`src/rtl/lagarto_loader_pkg.sv`:
```
// Shared types and constants for the instruction-memory program loader.
package lagarto_loader_pkg;

  localparam int unsigned INST_W         = 32;
  localparam int unsigned BYTES_PER_INST = 4;

  typedef enum logic [1:0] {
    ST_IDLE    = 2'd0,
    ST_COLLECT = 2'd1,
    ST_WRITE   = 2'd2,
    ST_DONE    = 2'd3
  } loader_state_e;

endpackage

```
`src/rtl/loader_word_packer.sv`:
```
// Assembles a little-endian byte stream into 32-bit words.
// word_valid_o flags that the byte accepted this cycle completes a word;
// the completed word is visible on word_o from the next cycle on.
module loader_word_packer
  import lagarto_loader_pkg::*;
(
  input  logic              clk_i,
  input  logic              rstn_i,
  input  logic              flush_i,
  input  logic              byte_en_i,
  input  logic [7:0]        byte_i,
  output logic [INST_W-1:0] word_o,
  output logic              word_valid_o
);

  logic [INST_W-1:0] word_r;
  logic [1:0]        idx_r;

  // Shift accepted bytes in from the top so byte 0 ends in the low lane after four bytes.
  always_ff @(posedge clk_i or negedge rstn_i) begin
    if (!rstn_i) begin
      word_r <= {INST_W{1'b0}};
      idx_r  <= 2'd0;
    end else if (flush_i) begin
      word_r <= {INST_W{1'b0}};
      idx_r  <= 2'd0;
    end else if (byte_en_i) begin
      word_r <= {byte_i, word_r[INST_W-1:8]};
      idx_r  <= idx_r + 2'd1;
    end else begin
      word_r <= word_r;
      idx_r  <= idx_r;
    end
  end

  assign word_o       = word_r;
  assign word_valid_o = byte_en_i && (idx_r == 2'(BYTES_PER_INST - 1));

endmodule

```
`src/rtl/inst_mem_loader.sv`:
```
// Program loader: turns a byte stream into instruction-memory writes at
// consecutive word addresses and holds the core in reset until the image is in.
module inst_mem_loader
  import lagarto_loader_pkg::*;
#(
  parameter int unsigned       ADDR_W    = 16,
  parameter logic [ADDR_W-1:0] BASE_ADDR = 16'h0000
) (
  input  logic              clk_i,
  input  logic              rstn_i,
  input  logic              start_i,
  input  logic [15:0]       len_i,
  input  logic [7:0]        byte_i,
  input  logic              byte_valid_i,
  output logic              byte_ready_o,
  output logic              inst_we_o,
  output logic [ADDR_W-1:0] inst_addr_o,
  output logic [INST_W-1:0] instruction_o,
  output logic              core_rstn_o,
  output logic              busy_o,
  output logic              done_o,
  output logic              error_o
);

  // Wide enough to hold BASE_ADDR + 4*len_i without wrapping.
  localparam int unsigned EXT_W = ADDR_W + 19;

  loader_state_e     state_r, state_next_s;
  logic [15:0]       len_r, count_r;
  logic [ADDR_W-1:0] addr_r;
  logic              error_r, error_next_s;
  logic              byte_ready_r, inst_we_r, core_rstn_r, busy_r, done_r;
  logic              start_take_s, byte_accept_s, word_done_s, overflow_s;
  logic [EXT_W-1:0]  end_addr_s;
  logic [INST_W-1:0] word_s;

  assign start_take_s  = start_i && ((state_r == ST_IDLE) || (state_r == ST_DONE));
  assign byte_accept_s = byte_valid_i && byte_ready_r;
  assign end_addr_s    = EXT_W'(BASE_ADDR) + (EXT_W'(len_i) << 2);
  assign overflow_s    = end_addr_s > (EXT_W'(1'b1) << ADDR_W);

  loader_word_packer u_packer (
    .clk_i        (clk_i),
    .rstn_i       (rstn_i),
    .flush_i      (start_take_s),
    .byte_en_i    (byte_accept_s),
    .byte_i       (byte_i),
    .word_o       (word_s),
    .word_valid_o (word_done_s)
  );

  // Next-state and sticky-error decision.
  always_comb begin
    state_next_s = state_r;
    error_next_s = error_r;
    case (state_r)
      ST_IDLE, ST_DONE: begin
        if (start_i) begin
          error_next_s = 1'b0;
          if (len_i == 16'd0) begin
            state_next_s = ST_DONE;
          end else if (overflow_s) begin
            state_next_s = ST_DONE;
            error_next_s = 1'b1;
          end else begin
            state_next_s = ST_COLLECT;
          end
        end else begin
          state_next_s = state_r;
        end
      end
      ST_COLLECT: begin
        if (word_done_s) begin
          state_next_s = ST_WRITE;
        end else begin
          state_next_s = ST_COLLECT;
        end
      end
      ST_WRITE: begin
        if ((count_r + 16'd1) == len_r) begin
          state_next_s = ST_DONE;
        end else begin
          state_next_s = ST_COLLECT;
        end
      end
      default: begin
        state_next_s = ST_IDLE;
        error_next_s = 1'b0;
      end
    endcase
  end

  // State register and output flags decoded from the next state so they are registered.
  always_ff @(posedge clk_i or negedge rstn_i) begin
    if (!rstn_i) begin
      state_r      <= ST_IDLE;
      error_r      <= 1'b0;
      byte_ready_r <= 1'b0;
      inst_we_r    <= 1'b0;
      busy_r       <= 1'b0;
      done_r       <= 1'b0;
      core_rstn_r  <= 1'b0;
    end else begin
      state_r      <= state_next_s;
      error_r      <= error_next_s;
      byte_ready_r <= (state_next_s == ST_COLLECT);
      inst_we_r    <= (state_next_s == ST_WRITE);
      busy_r       <= (state_next_s == ST_COLLECT) || (state_next_s == ST_WRITE);
      done_r       <= (state_next_s == ST_DONE);
      core_rstn_r  <= (state_next_s == ST_DONE) && !error_next_s;
    end
  end

  // Length latch, word counter and write address; the address advances after each write cycle.
  always_ff @(posedge clk_i or negedge rstn_i) begin
    if (!rstn_i) begin
      len_r   <= 16'd0;
      count_r <= 16'd0;
      addr_r  <= BASE_ADDR;
    end else if (start_take_s) begin
      len_r   <= len_i;
      count_r <= 16'd0;
      addr_r  <= BASE_ADDR;
    end else if (state_r == ST_WRITE) begin
      len_r   <= len_r;
      count_r <= count_r + 16'd1;
      addr_r  <= addr_r + ADDR_W'(3'd4);
    end else begin
      len_r   <= len_r;
      count_r <= count_r;
      addr_r  <= addr_r;
    end
  end

  assign byte_ready_o  = byte_ready_r;
  assign inst_we_o     = inst_we_r;
  assign inst_addr_o   = addr_r;
  assign instruction_o = word_s;
  assign core_rstn_o   = core_rstn_r;
  assign busy_o        = busy_r;
  assign done_o        = done_r;
  assign error_o       = error_r;

endmodule

```
`config.mk`:
```
export PLATFORM = sky130hd
export DESIGN_NAME = inst_mem_loader
export DESIGN_NICKNAME = d
export VERILOG_FILES = /design/src/rtl/lagarto_loader_pkg.sv /design/src/rtl/loader_word_packer.sv /design/src/rtl/inst_mem_loader.sv
export SDC_FILE = /design/constraint.sdc
export NUM_CORES = 1
export LEC_CHECK = 0
export ABC_AREA = 1
export CORE_UTILIZATION = 55
export CTS_BUF_LIST = sky130_fd_sc_hd__clkbuf_4 sky130_fd_sc_hd__clkbuf_8
export DETAILED_ROUTE_END_ITERATION = 10
export DONT_BUFFER_PORTS = 1
export HOLD_SLACK_MARGIN = 0.15
export PLACE_DENSITY = 0.73
export SETUP_SLACK_MARGIN = 0.2
export SYNTH_ARGS = -nofsm -noshare
export SYNTH_HDL_FRONTEND = slang
export SYNTH_SLANG_ARGS = --single-unit
export TNS_END_PERCENT = 20
```
`constraint.sdc`:
```
create_clock -name clk_i -period 2.2 [get_ports clk_i]
set_input_delay 0.44 -clock clk_i [delete_from_list [all_inputs] [get_ports clk_i]]
set_output_delay 0.44 -clock clk_i [all_outputs]
set_load 0.1 [all_outputs]
```
* After elaboration in Yosys (flattened, before gate mapping)
Cells that the tools add are included.
Storage, ports and cells: bits in registers 90, bits of input ports 28, word-level logic and storage cells 54
Operators by class: $add $sub $neg 3, magnitude comparators 1, eq/ne operators 8, multiplexer cells 18, reduce and logical (&&, ||, !) cells 12
Operators by type and width (number):
- 16-bit two-way mux | 4
- 32-bit two-way mux | 2
- 18-bit by 17-bit > comparator with 1-bit output (second input constant) | 1
- 16-bit by 1-bit adder with 16-bit output (second input constant) | 1
- 16-bit by 3-bit adder with 16-bit output (second input constant) | 1
- 16-bit equality test | 1
- 16-bit logical NOT | 1
- 2-bit two-way mux | 7
- 2-bit equality test (second input constant) | 5
- 2-bit case mux with 3 select lines | 1
- 2-bit by 1-bit equality test with 1-bit output (second input constant) | 2
- 1-bit logical AND | 4
- 1-bit two-way mux | 4
- 2-bit nonzero test | 2
- 2-bit by 1-bit adder with 2-bit output (second input constant) | 1
- 2-bit logical NOT | 1
- 1-bit logical OR | 2
- 2-bit OR reduction | 1
- 1-bit logical NOT | 1

* Longest topological paths before layout
depth after elaboration 7, gate-level depth with buffers 15, gate-level depth less buffers 15

* Modules after synthesis
Synthesis repeated with hierarchy kept, for this count alone.
Unflattened totals: cell total of the unflattened synthesis 555, area, all modules 4455.5 um2
By module, submodules not included:
- inst_mem_loader | times used 1, cells an instance 403, area each 2966.6 um2, seq. area each 1351.3 um2
- loader_word_packer | times used 1, cells an instance 152, area each 1488.9 um2, seq. area each 850.8 um2

* Least setup slack after synthesis
No wires, ideal clock.
path type reg2reg, start point register addr_r[2] (netlist: inst_addr_o[2]), end point register addr_r[14] (netlist: inst_addr_o[14]), arrival time 2.220 ns, data required time 2.072 ns, setup slack -0.148 ns, cell stages (with the launch flop) 10, path through dfrtp_1 -> ha_1 -> and3_1 -> nand2_1 -> nor2_1 -> nand3_1 -> nor2_1 -> nand3_1 -> o21ai_0 -> a21oi_1
Between the ends: longest elaborated chain between the ends 3
RTL lines:
- start, declared | line inst_mem_loader.sv:30 | logic [ADDR_W-1:0] addr_r;
- start signal, assigned | line inst_mem_loader.sv:127 | addr_r <= addr_r + ADDR_W'(3'd4);
- start signal, assigned | line inst_mem_loader.sv:131 | addr_r <= addr_r;
- 16-bit by 3-bit adder with 16-bit output | line inst_mem_loader.sv:127
- 16-bit two-way mux | line inst_mem_loader.sv:124 | end else if (state_r == ST_WRITE) begin
- 16-bit two-way mux | line inst_mem_loader.sv:120 | end else if (start_take_s) begin
Every way passes these cells. The select of a mux whose other input is x is not followed. A chain may end at the register's enable or synchronous reset.

* Worst setup path in the final report
start point register count_r[0], end point register core_rstn_r (netlist: core_rstn_o)
Between the ends: longest elaborated chain between the ends 6
RTL lines:
- start, declared | line inst_mem_loader.sv:29 | logic [15:0] len_r, count_r;
- start signal, assigned | line inst_mem_loader.sv:126 | count_r <= count_r + 16'd1;
- start signal, assigned | line inst_mem_loader.sv:130 | count_r <= count_r;
- 16-bit by 1-bit adder with 16-bit output | line inst_mem_loader.sv:80 | if ((count_r + 16'd1) == len_r) begin
- 16-bit equality test | line inst_mem_loader.sv:80
- 2-bit two-way mux | line inst_mem_loader.sv:80
- 2-bit case mux with 3 select lines | line inst_mem_loader.sv:56 | case (state_r)
- net state_next_s[1] | line inst_mem_loader.sv:28 | loader_state_e state_r, state_next_s;
- 2-bit equality test | line inst_mem_loader.sv:110 | core_rstn_r <= (state_next_s == ST_DONE) && !error_next_s;
- 1-bit logical AND | line inst_mem_loader.sv:110
- end signal, assigned | line inst_mem_loader.sv:110
- end, declared | line inst_mem_loader.sv:32 | logic byte_ready_r, inst_we_r, core_rstn_r, busy_r, done_r;
The timed path passes the listed nets, and every way through them passes these cells.

==> results by group <==
Drt
  – Met3 routed WL: 625 um
  – Routed Antenna Nets: 0
  – Met2 WL: 5.204 mm
  – Via count: 3836
  – Vias per Instance: 5.441
  – Drt drc: 0
  – Max Used Layer: met4
  – Wl on met1: 4.363 mm
  – Drt wl/cell: 15.01 um
  – Starting DRT DRC Count: 232
  – DR pass1 iterations: 5
  – Total Wirelength: 10.59 mm

Synth
  – Most frequent cells after synthesis: 139 x nand2_1, 88 x dfrtp_1, 70 x inv_1
  – Mapped cell area: 0.004282 mm^2
  – Ys async rst share: 1.000
  – Avg Cell Area, Syn: 8.033 um^2
  – Ranking of synthesized cells by area: dfrtp_1 51%, nand2_1 12%, inv_1 6.1%
  – Synth Instances: 533
  – Most common cell in the netlist: nand2_1
  – Top-area cell type share of the netlist area: 0.5143
  – Sequential fraction of the synthesis area: 0.5143
  – Primary FF master, synth: dfrtp_1
  – Yosys reg bits: 88
  – Count of cell types in the netlist: 30
  – Synth area leader: dfrtp_1
  – EDFF count, synth: 0
  – Yosys warns: 0

Timing
  – Final setup violation count: 0
  – Worst hold margin: -0.2429 ns
  – Final hold viol count: 88
  – Setup WS post-layout: 0.05790 ns
  – Worst-margin pin slew: 0.5760 ns
  – Final period util: 0.9737
  – Setup_tns: 0 ns
  – Fin Clk Skew: 0.01198 ns
  – Fmax: 466.8 MHz
  – Slew Limit Fails: 0
  – Max transition margin: 0.6151
  – Final Critical Period: 2.142 ns
  – RSZ-0062 raised after global routing: true

CTS
  – CTS tree: built
  – Max clock buf depth: 2
  – Clock Pin Slew Worst Setup and Hold Paths: 0.10 ns
  – Cts bufs inserted: 9
  – Clk_lat worst skew: 0.37 ns
  – CTS sink count: 88
  – H-tree levels: 3
  – CTS root buf: clkbuf_8

Finish
  – Filler cells: 559
  – Final core utilization: 0.7119
  – Multi-input logic area: 0.001863 mm^2
  – Share of layout cells above drive strength 1: 0.2211
  – Cell Count, Final, Fillers Out: 705
  – NumNets Final: 637
  – Inserted Diodes: 0
  – Area grow syn2layout: 22.53%
  – FF/Latch Area: 0.002216 mm^2

Worst setup path
  – Worst Setup End Kind: flip-flop
  – CP Cell Sequence: buf_6 -> ha_4 -> nand3_4 -> inv_6 -> nand2_4 -> nand2_2 -> nand2_1 -> nand2_1 -> nor2_1 -> nand3_1 -> nor2_1 -> nand3_2 -> a21oi_4 -> ha_4 -> inv_1 -> nor2_1
  – Kind of critical path: flip-flop to flip-flop
  – Worst Path Arrival: 2.45 ns
  – Cells on worst reg2reg path: 16
  – Worst setup SP type: flip-flop
  – Slowest CP cell: dfrtp_1
  – CP max FO: 7
  – CP most frequent cell: nor2_1
  – Largest stage delay on the critical path: 0.41 ns
  – Data required, critical path: 2.51 ns

Flow run
  – Max-cap violations: 0

Place
  – Dpl ws: 0.006952 ns
  – Post-Place Cells: 675
  – Routability congestion estimate: 0.8960
  – Hpwl dp: 7.045 mm
  – Port Buffers: 0

Floorplanning
  – Core area: 0.007370 mm^2
  – Die H: 90.23 um
  – Ports: 82
  – Initial Util: 0.5810
  – Die area: 0.008141 mm^2
  – Die width: 90.23 um
  – Site Rows: 31

Global routing
  – Largest net degree at the start of global routing: 89
  – GRT Resource Usage Total: 0.2648
  – First-pass GRT wire length: 17.08 mm
  – Initial antenna violation count: 0
  – Global route overflow: 0
  – Vias in the first global route: 3699

Run status
  – Violated checks: negative hold slack
  – Status: finished with violations

Min path
  – Hold crit path type: input port to async pin

Power
  – Max VDD drop: 1.224 mV
  – Pwr per Cell Area: 1430 mW/mm^2
  – Total power draw: 7503 uW
  – Leak pwr: 0.002549 uW
## metrics by stage
step / hold WS (ns) / instance area (um^2)
6_report: -0.2429 / 5246
5_1_grt: -0.2774 / 5246
3_3_place_gp: 0.1468 / 4805
2_1_floorplan: 0.1444 / 4295
4_1_cts: -0.2619 / 5141
3_5_place_dp: 0.1468 / 4805
## kinds of logic (layout without fill, tap and decap cells)
group	after synthesis	in the layout	share of synthesized area
flip-flops	88	88	0.5143
AND/OR/NAND/NOR	247	247	0.2551
other	1	2	0.0008758
AO/OA/AOI/OAI	96	96	0.1181
buffers and inverters	89	161	0.08007
XOR/XNOR	4	4	0.008184
adder cells (fa/ha/maj)	8	8	0.02338
## layout make-up
type / instances / share of cell area
clock buffers: 9 / 0.02361
clock inverters: 7 / 0.01455
inverters: 72 / 0.05247
multi-input cells: 357 / 0.3551
flip-flops and latches: 88 / 0.4224
well taps: 99 / 0.02361
repair buffers: 73 / 0.1083
## sequential cells by signal, summed over array words and instances, names as in the netlist
| register | count |
|---|---|
| count_r | 16 |
| byte_ready_o | 1 |
| error_o | 1 |
| busy_o | 1 |
| done_o | 1 |
| inst_we_o | 1 |
| inst_addr_o | 14 |
| state_r | 2 |
| core_rstn_o | 1 |
| len_r | 16 |
| u_packer.idx_r | 2 |
| u_packer.word_o | 32 |
## per-layer routing
layer / vias to the layer above / GRT usage
li1: 1866 / -
met1: 1799 / 0.3313
met2: 140 / 0.4262
met3: 31 / 0.06599
met4: 0 / 0.1371
met5: - / 0
## timing repair
action | 4_1_cts | 5_1_grt
pin swaps | 12 | 13
setup buffers | 11 | 3
hold endpoints to repair | 88 | 88
gates resized for setup | 15 | 18
gates cloned | 0 | 0
endpoints found under the setup margin | 6 | 10
## report_power, final
part           internal, uW  total [uW]  leakage, uW  switching [uW]
registers              2050        2320      0.00116             269
logic                   972        4070      0.00129            3100
clock network           449        1120     0.000102             666
total                  3470        7500      0.00255            4030
## worst max-delay path: cells and delay by family (launching register included)
| kind | cells | cell delay (ns) |
|---|---|---|
| adder cells (fa/ha/maj) | 2 | 0.34 |
| AND/OR/NAND/NOR | 10 | 0.88 |
| flip-flops | 1 | 0.41 |
| AO/OA/AOI/OAI | 1 | 0.24 |
| buffers and inverters | 3 | 0.22 |
## cells in the final DEF (no fill, tap or decap), types with 2 or more instances in the layout
cell type / Yosys / routed
nand2_2: 3 / 7
a21oi_1: 32 / 32
nand4_1: 11 / 11
nor2_2: 5 / 6
nand3_2: 3 / 4
xor2_1: 2 / 2
nand2_4: 0 / 2
nor2_1: 25 / 21
buf_6: 0 / 2
ha_4: 0 / 3
dfrtp_2: 0 / 11
conb_1: 1 / 2
o21ai_0: 49 / 48
nor3_1: 3 / 3
nor2_4: 2 / 5
clkinv_4: 0 / 3
ha_1: 8 / 4
buf_4: 2 / 70
dfrtp_1: 88 / 77
nand2_1: 139 / 133
nand3b_1: 3 / 3
clkbuf_8: 0 / 9
nand3_1: 51 / 49
inv_1: 70 / 70
o22ai_1: 11 / 11
inv_8: 0 / 3
## worst paths after layout
path	slack, ns	endpoint	startpoint
min reg2reg	0.52	len_r[3]	len_r[3]
max reg2reg	0.06	core_rstn_o	count_r[0]
max	0.06	core_rstn_o	count_r[0]
min	-0.24	len_r[15]	rstn_i
min in group clk_i	0.19	u_packer.word_o[30]	byte_i[6]
max in group asynchronous	2.28	byte_ready_o	rstn_i
(Power assumes the default switching activity.)
